<file path="src/rtl/toggle_cover_detect_if.sv">
// Bundle of the enable/clear/sample inputs and the coverage outputs of the
// per-bit toggle detector. The master side is the stimulus/monitor source and
// the slave side is the detector itself.
interface toggle_cover_detect_if #(
  parameter int WIDTH = 4,
  parameter int CW    = $clog2(2*WIDTH+1)
);
  logic                 en;
  logic                 clear;
  logic [WIDTH-1:0]     sig;
  logic [2*WIDTH-1:0]   valid;
  logic [CW-1:0]        covered;
  logic                 all_covered;

  modport master (
    output en, clear, sig,
    input  valid, covered, all_covered
  );

  modport slave (
    input  en, clear, sig,
    output valid, covered, all_covered
  );
endinterface

</file>
<file path="src/rtl/toggle_cover_detect.sv">
// Per-bit toggle detector for an 8-lane toggle-coverage reporter. Each
// monitored bit owns two lanes (even = rise, odd = fall). A hit mask and a
// running count track which points have been seen since reset or clear; with
// ONCE=1 each lane pulses at most once per clear epoch.
module toggle_cover_detect #(
  parameter int WIDTH = 4,
  parameter int ONCE  = 1,
  parameter int CW    = $clog2(2*WIDTH+1)
) (
  input  logic                 clock,
  input  logic                 reset,
  toggle_cover_detect_if.slave bus
);

  localparam int              LANES  = 2*WIDTH;
  localparam logic [CW-1:0]   POINTS = CW'(LANES);

  localparam logic [1:0] IDLE  = 2'd0;
  localparam logic [1:0] ARM   = 2'd1;
  localparam logic [1:0] TRACK = 2'd2;

  logic [1:0]        state;
  logic [WIDTH-1:0]  prev;
  logic [LANES-1:0]  hit;
  logic [LANES-1:0]  valid_q;
  logic [CW-1:0]     covered_q;
  logic              all_q;

  logic [LANES-1:0]  ev;
  logic [LANES-1:0]  fresh;
  logic [CW-1:0]     covered_next;

  function automatic logic [CW-1:0] popcount(input logic [LANES-1:0] v);
    logic [CW-1:0] cnt;
    cnt = '0;
    for (int i = 0; i < LANES; i++) begin
      cnt = cnt + CW'(v[i]);
    end
    return cnt;
  endfunction

  // Event lanes exist only while tracking with enable high; ARM never reports.
  always_comb begin
    ev = '0;
    if (state == TRACK && bus.en) begin
      for (int i = 0; i < WIDTH; i++) begin
        ev[2*i]   = ~prev[i] &  bus.sig[i];
        ev[2*i+1] =  prev[i] & ~bus.sig[i];
      end
    end
    fresh        = ev & ~hit;
    covered_next = covered_q + popcount(fresh);
  end

  // Control, baseline, hit mask and count; reset > clear > en low > detection.
  always_ff @(posedge clock) begin
    if (!reset) begin
      state     <= IDLE;
      prev      <= '0;
      hit       <= '0;
      valid_q   <= '0;
      covered_q <= '0;
      all_q     <= 1'b0;
    end else if (bus.clear) begin
      state     <= bus.en ? ARM : IDLE;
      hit       <= '0;
      valid_q   <= '0;
      covered_q <= '0;
      all_q     <= 1'b0;
    end else if (!bus.en) begin
      state   <= IDLE;
      valid_q <= '0;
    end else begin
      case (state)
        IDLE: begin
          state   <= ARM;
          valid_q <= '0;
        end
        ARM: begin
          prev    <= bus.sig;
          state   <= TRACK;
          valid_q <= '0;
        end
        TRACK: begin
          prev      <= bus.sig;
          valid_q   <= (ONCE != 0) ? fresh : ev;
          hit       <= hit | ev;
          covered_q <= covered_next;
          all_q     <= (covered_next == POINTS);
        end
        default: begin
          state   <= IDLE;
          valid_q <= '0;
        end
      endcase
    end
  end

  assign bus.valid       = valid_q;
  assign bus.covered     = covered_q;
  assign bus.all_covered = all_q;

  // Only fresh points are ever counted, so the count is bounded by the lane count.
  always @(posedge clock) begin
    if (reset) begin
      assert (covered_q <= POINTS);
    end
  end

endmodule
</file>
<file path="src/flat_wrapper.sv">
// flat-port wrapper written by rule: the top's interface ports become plain ports
module toggle_cover_detect_flat 
#(
  parameter int WIDTH = 4,
  parameter int ONCE  = 1,
  parameter int CW    = $clog2(2*WIDTH+1)
)
  (clock, reset, bus_en, bus_clear, bus_sig, bus_valid, bus_covered, bus_all_covered);
  toggle_cover_detect_if #(.WIDTH(WIDTH), .CW(CW)) bus_i ();
  input  logic clock;
  input  logic reset;
  input wire logic [$bits(bus_i.en)-1:0] bus_en;
  input wire logic [$bits(bus_i.clear)-1:0] bus_clear;
  input wire logic [$bits(bus_i.sig)-1:0] bus_sig;
  output wire logic [$bits(bus_i.valid)-1:0] bus_valid;
  output wire logic [$bits(bus_i.covered)-1:0] bus_covered;
  output wire logic [$bits(bus_i.all_covered)-1:0] bus_all_covered;
  assign bus_i.en = bus_en;
  assign bus_i.clear = bus_clear;
  assign bus_i.sig = bus_sig;
  assign bus_valid = bus_i.valid;
  assign bus_covered = bus_i.covered;
  assign bus_all_covered = bus_i.all_covered;
  toggle_cover_detect #(.WIDTH(WIDTH), .ONCE(ONCE), .CW(CW)) u_core (.clock(clock), .reset(reset), .bus(bus_i));
endmodule
</file>
<file path="config.mk">
export PLATFORM = sky130hd
export DESIGN_NAME = toggle_cover_detect_flat
export DESIGN_NICKNAME = d
export VERILOG_FILES = /design/src/rtl/toggle_cover_detect_if.sv /design/src/rtl/toggle_cover_detect.sv /design/src/flat_wrapper.sv
export SDC_FILE = /design/constraint.sdc
export NUM_CORES = 1
export LEC_CHECK = 0
export BUFFER_PORTS_ARGS = -buffer_cell sky130_fd_sc_hd__buf_4
export CAP_MARGIN = 20
export CORE_MARGIN = 3
export CORE_UTILIZATION = 45
export DETAILED_ROUTE_END_ITERATION = 8
export PLACE_DENSITY_LB_ADDON = 0.25
export SLEW_MARGIN = 10
export SYNTH_ARGS = -nofsm -noshare
export SYNTH_HDL_FRONTEND = slang
export SYNTH_SLANG_ARGS = --single-unit
</file>
<file path="constraint.sdc">
create_clock -name clock -period 4.15 [get_ports clock]
set_clock_uncertainty 0.05 [all_clocks]
set_input_delay 0.415 -clock clock [delete_from_list [all_inputs] [get_ports clock]]
set_output_delay 0.415 -clock clock [all_outputs]
set_load 0.1 [all_outputs]
</file>
==> flow_summary.toml <==
[timing]
finalCriticalPeriod_ns = 4.16
grt_setup_unrepaired = "true"
max-slew-margin-rel_pct = 64.8
timing_max_transition_violations_final = 0
hold_viol_final = 0
setup_slack_ns = -0.00660
worst_slew_pin_slew_ns = 0.528
setup_viol = 1
fmax_mhz = 241
final.period_utilization_pct = 100

[route]
drt-total-wl_um = 2790
drtAntennaViolNets = 0
firstDrtPassIters = 4
drt_iter0_markers = 33
detailroute.via_count = 1093
drc = 0
vias_per_cell = 5.18
routedWlPerCell_um = 13.2

[synthesis]
synth-edff-count = 0
ys_seq_area_share_pct = 41.6
post_synthesis_cell_count = 145
syn_avg_cell_area_um2 = 8.97
most_repeated_cell_in_the_gate_level_netlist_after_synthesis = "sky130_fd_sc_hd__dfxtp_1"
synth.ff_latch_count = 27
synth.area.top_cells = "sky130_fd_sc_hd__dfxtp_1, sky130_fd_sc_hd__ha_1, sky130_fd_sc_hd__fa_1, sky130_fd_sc_hd__nor2_1, sky130_fd_sc_hd__inv_1"
yosys_warnings = 0
muxShareOfSynthArea_pct = 0.770
yosysUniqueCellTypes = 25
postSynth.asyncResetShare_pct = 0
compound_gate_fraction_of_synth_area_pct = 9.14
nets_in_the_synthesized_netlist = 169
syn-cell-area_um2 = 1300
postSynth.topFlopCell = "sky130_fd_sc_hd__dfxtp_1"
cell_type_contributing_the_most_total_cell_area_after_synthesis = "sky130_fd_sc_hd__dfxtp_1"
synth-adder-area-share_pct = 17.7
synth_simple_gate_area_share_pct = 22.0
synth_xor_area_share_pct = 2.69
largest_family_of_logic_cells_by_synthesized_area = "simple AND/OR/NAND/NOR gates"
synth_top_area_share_pct = 41.6
ys_top_cells_by_count = "sky130_fd_sc_hd__dfxtp_1, sky130_fd_sc_hd__nor2_1, sky130_fd_sc_hd__inv_1"

[placed_design]
place_inst = 204
globalplace.congestion = 0.926
hpwl_um = 2080
buffer_ports.inserted = 20

[die]
design.die.area_um2 = 3570
row_count = 18
floorplan.initialDensity_pct = 49.8
ioPinCount = 21
chipWidth_um = 59.8
die_h_um = 59.8
fp.coreArea_um2 = 2610

[cells_and_area]
number_of_filler_instances_in_the_final_layout = 213
layout.nets = 206
layout-area-overhead-vs-synth_pct = 29.4
layout.cells.non_filler = 211
multiInputGateArea_um2 = 736
area.sequential_um2 = 544
antenna_diode_count = 0
fin_util_pct = 64.4
final_layout_size_suffix_gt1_share_pct = 30.9

[clock_network]
cts_inserted_buffers = 3
cts-htree-levels = 1
clock_tree_from_tritoncts = "built"
cts-root-buf = "sky130_fd_sc_hd__clkbuf_4"
clk_transition_reported_paths_ns = 0.16
insertion_delay_ns = 0.33
numClockSinks = 27
cts.path.max_buffers = 2
cts.hold.buffers_added = 0

[global_routing]
grt_start_max_net_pins = 17
grt.overflow.total = 0
number_of_global_route_vias_before_repair = 1113
antenna_found_initial = 0
grt_first_pass_wirelength_um = 4820
track_usage_pct = 17.7

[min_path]
timing.hold.worst.class = "primary input to flop"

[outcome]
outcome = "finished with violations"
violations = "negative setup slack"

[run]
maxCapViolations = 0

[pwr]
power.static_leakage_nw = 0.736
irDropWorstVdd_v = 0.000208
power.density_nw_per_um2 = 245

[worst_setup_path]
startpoint_type = "flop"
critical_path.max_fanout = 5
slowest_stage = "sky130_fd_sc_hd__fa_2"
critPathArrivalTime_ns = 4.36
worstSetupEndpointType = "flop"
startpoint_to_endpoint_class_of_the_critical_path = "flop to flop"
worst_path_largest_cell_delay_ns = 0.53
cp_data_required_time_ns = 4.36
crit_path_cell_trace = "inv_2 -> ha_4 -> nand2_4 -> buf_6 -> nor2_2 -> ha_1 -> inv_2 -> fa_1 -> fa_1 -> fa_1 -> inv_1 -> ha_2 -> inv_2 -> fa_2 -> nand4b_1 -> or3_1 -> a31oi_1"
==> timing repair <==
item	in CTS	in global routing
setup endpoints to repair	1	2
buffers inserted	1	2
gates resized for setup	7	12
pin swaps	5	8
==> per-layer routing <==
metal	global-route usage [%]	share of wire, %	wire, um
met1	23.6	46	1280
met2	28.9	50	1400
met3	2.81	3.1	87
met4	6.33	0.68	19
met5	0	0	0
==> worst max-delay path, delay by kind of cell, from the launching register on <==
family	cells	cell delay, ns
AO/OA/AOI/OAI	1	0.16
AND/OR/NAND/NOR	4	0.61
flip-flops	1	0.37
adder cells (fa/ha/maj)	7	2.56
buffers and inverters	5	0.32
==> final timing paths <==
check                               startpoint                                   to  slack [ns]  cells after the start
hold reg to reg     u_core.hit[6]$_SDFFE_PP0N_       u_core.bus.valid[6]$_SDFF_PP0_        0.40                      1
setup / recovery  u_core.state[0]$_SDFFE_PN0P_  u_core.bus.all_covered$_SDFFE_PP0N_      -0.007                     17
hold / removal                      bus_sig[3]       u_core.bus.valid[7]$_SDFF_PP0_        0.21                      2
setup reg to reg  u_core.state[0]$_SDFFE_PN0P_  u_core.bus.all_covered$_SDFFE_PP0N_      -0.007                     17
==> through the flow <==
step / setup WS, ns / power [mW] / hold slack [ns] / TNS, ns / area [um2]
6_report: -0.00660 / 0.412 / 0.205 / -0.00660 / 1680
5_1_grt: -0.147 / 0.433 / 0.187 / -0.147 / 1680
4_1_cts: 0.0186 / 0.415 / 0.198 / 0 / 1630
3_5_place_dp: -0.187 / 0.297 / 0.389 / -0.187 / 1570
3_3_place_gp: -0.0836 / 0.296 / 0.389 / -0.0836 / 1570
2_1_floorplan: 0.00158 / 0.281 / 0.363 / 0 / 1300
==> area by class of cell <==
type / count / share of cell area, %
clock buffers: 3 / 1.34
clock inverters: 1 / 0.446
inverters: 18 / 4.02
multi-input cells: 97 / 43.8
flip-flops and latches: 27 / 32.4
well taps: 30 / 2.23
repair buffers: 35 / 15.8
==> kinds of logic after synthesis <==
kind of cell / count (synthesis)
xor gates and xnor gates: 4
muxes: 1
AOI/OAI and AO/OA: 20
and+or+nand+nor: 56
DFF: 27
buffers and inverters: 21
adders and majority gates: 16
==> layout by cell type (no fill, tap or decap), types with 2 or more instances in the layout <==
cell type	n
sky130_fd_sc_hd__and2_1	4
sky130_fd_sc_hd__ha_1	10
sky130_fd_sc_hd__nor2_1	17
sky130_fd_sc_hd__nand3_1	2
sky130_fd_sc_hd__inv_2	3
sky130_fd_sc_hd__dfxtp_1	24
sky130_fd_sc_hd__inv_1	15
sky130_fd_sc_hd__or4_1	3
sky130_fd_sc_hd__clkbuf_4	3
sky130_fd_sc_hd__a21oi_1	4
sky130_fd_sc_hd__or4_4	2
sky130_fd_sc_hd__dfxtp_2	3
sky130_fd_sc_hd__xor2_1	2
sky130_fd_sc_hd__buf_4	34
sky130_fd_sc_hd__o21ai_0	5
sky130_fd_sc_hd__or3_1	3
sky130_fd_sc_hd__fa_1	3
sky130_fd_sc_hd__nand3b_1	2
sky130_fd_sc_hd__nand2_1	10
sky130_fd_sc_hd__a31oi_1	9
sky130_fd_sc_hd__nor4_1	5
==> power by group <==
part	total, mW	internal (mW)	switching [mW]
registers	0.263	0.261	0.00176
logic	0.0313	0.0147	0.0166
clock network	0.118	0.0368	0.0808
total	0.412	0.313	0.0992
==> flip-flops by register name, summed over array words and instances, names as in the netlist <==
name and count:
u_core.state 2, u_core.bus.covered 4, u_core.prev 4, u_core.bus.valid 8
u_core.bus.all_covered 1, u_core.hit 8
(Power assumes the default switching activity.)
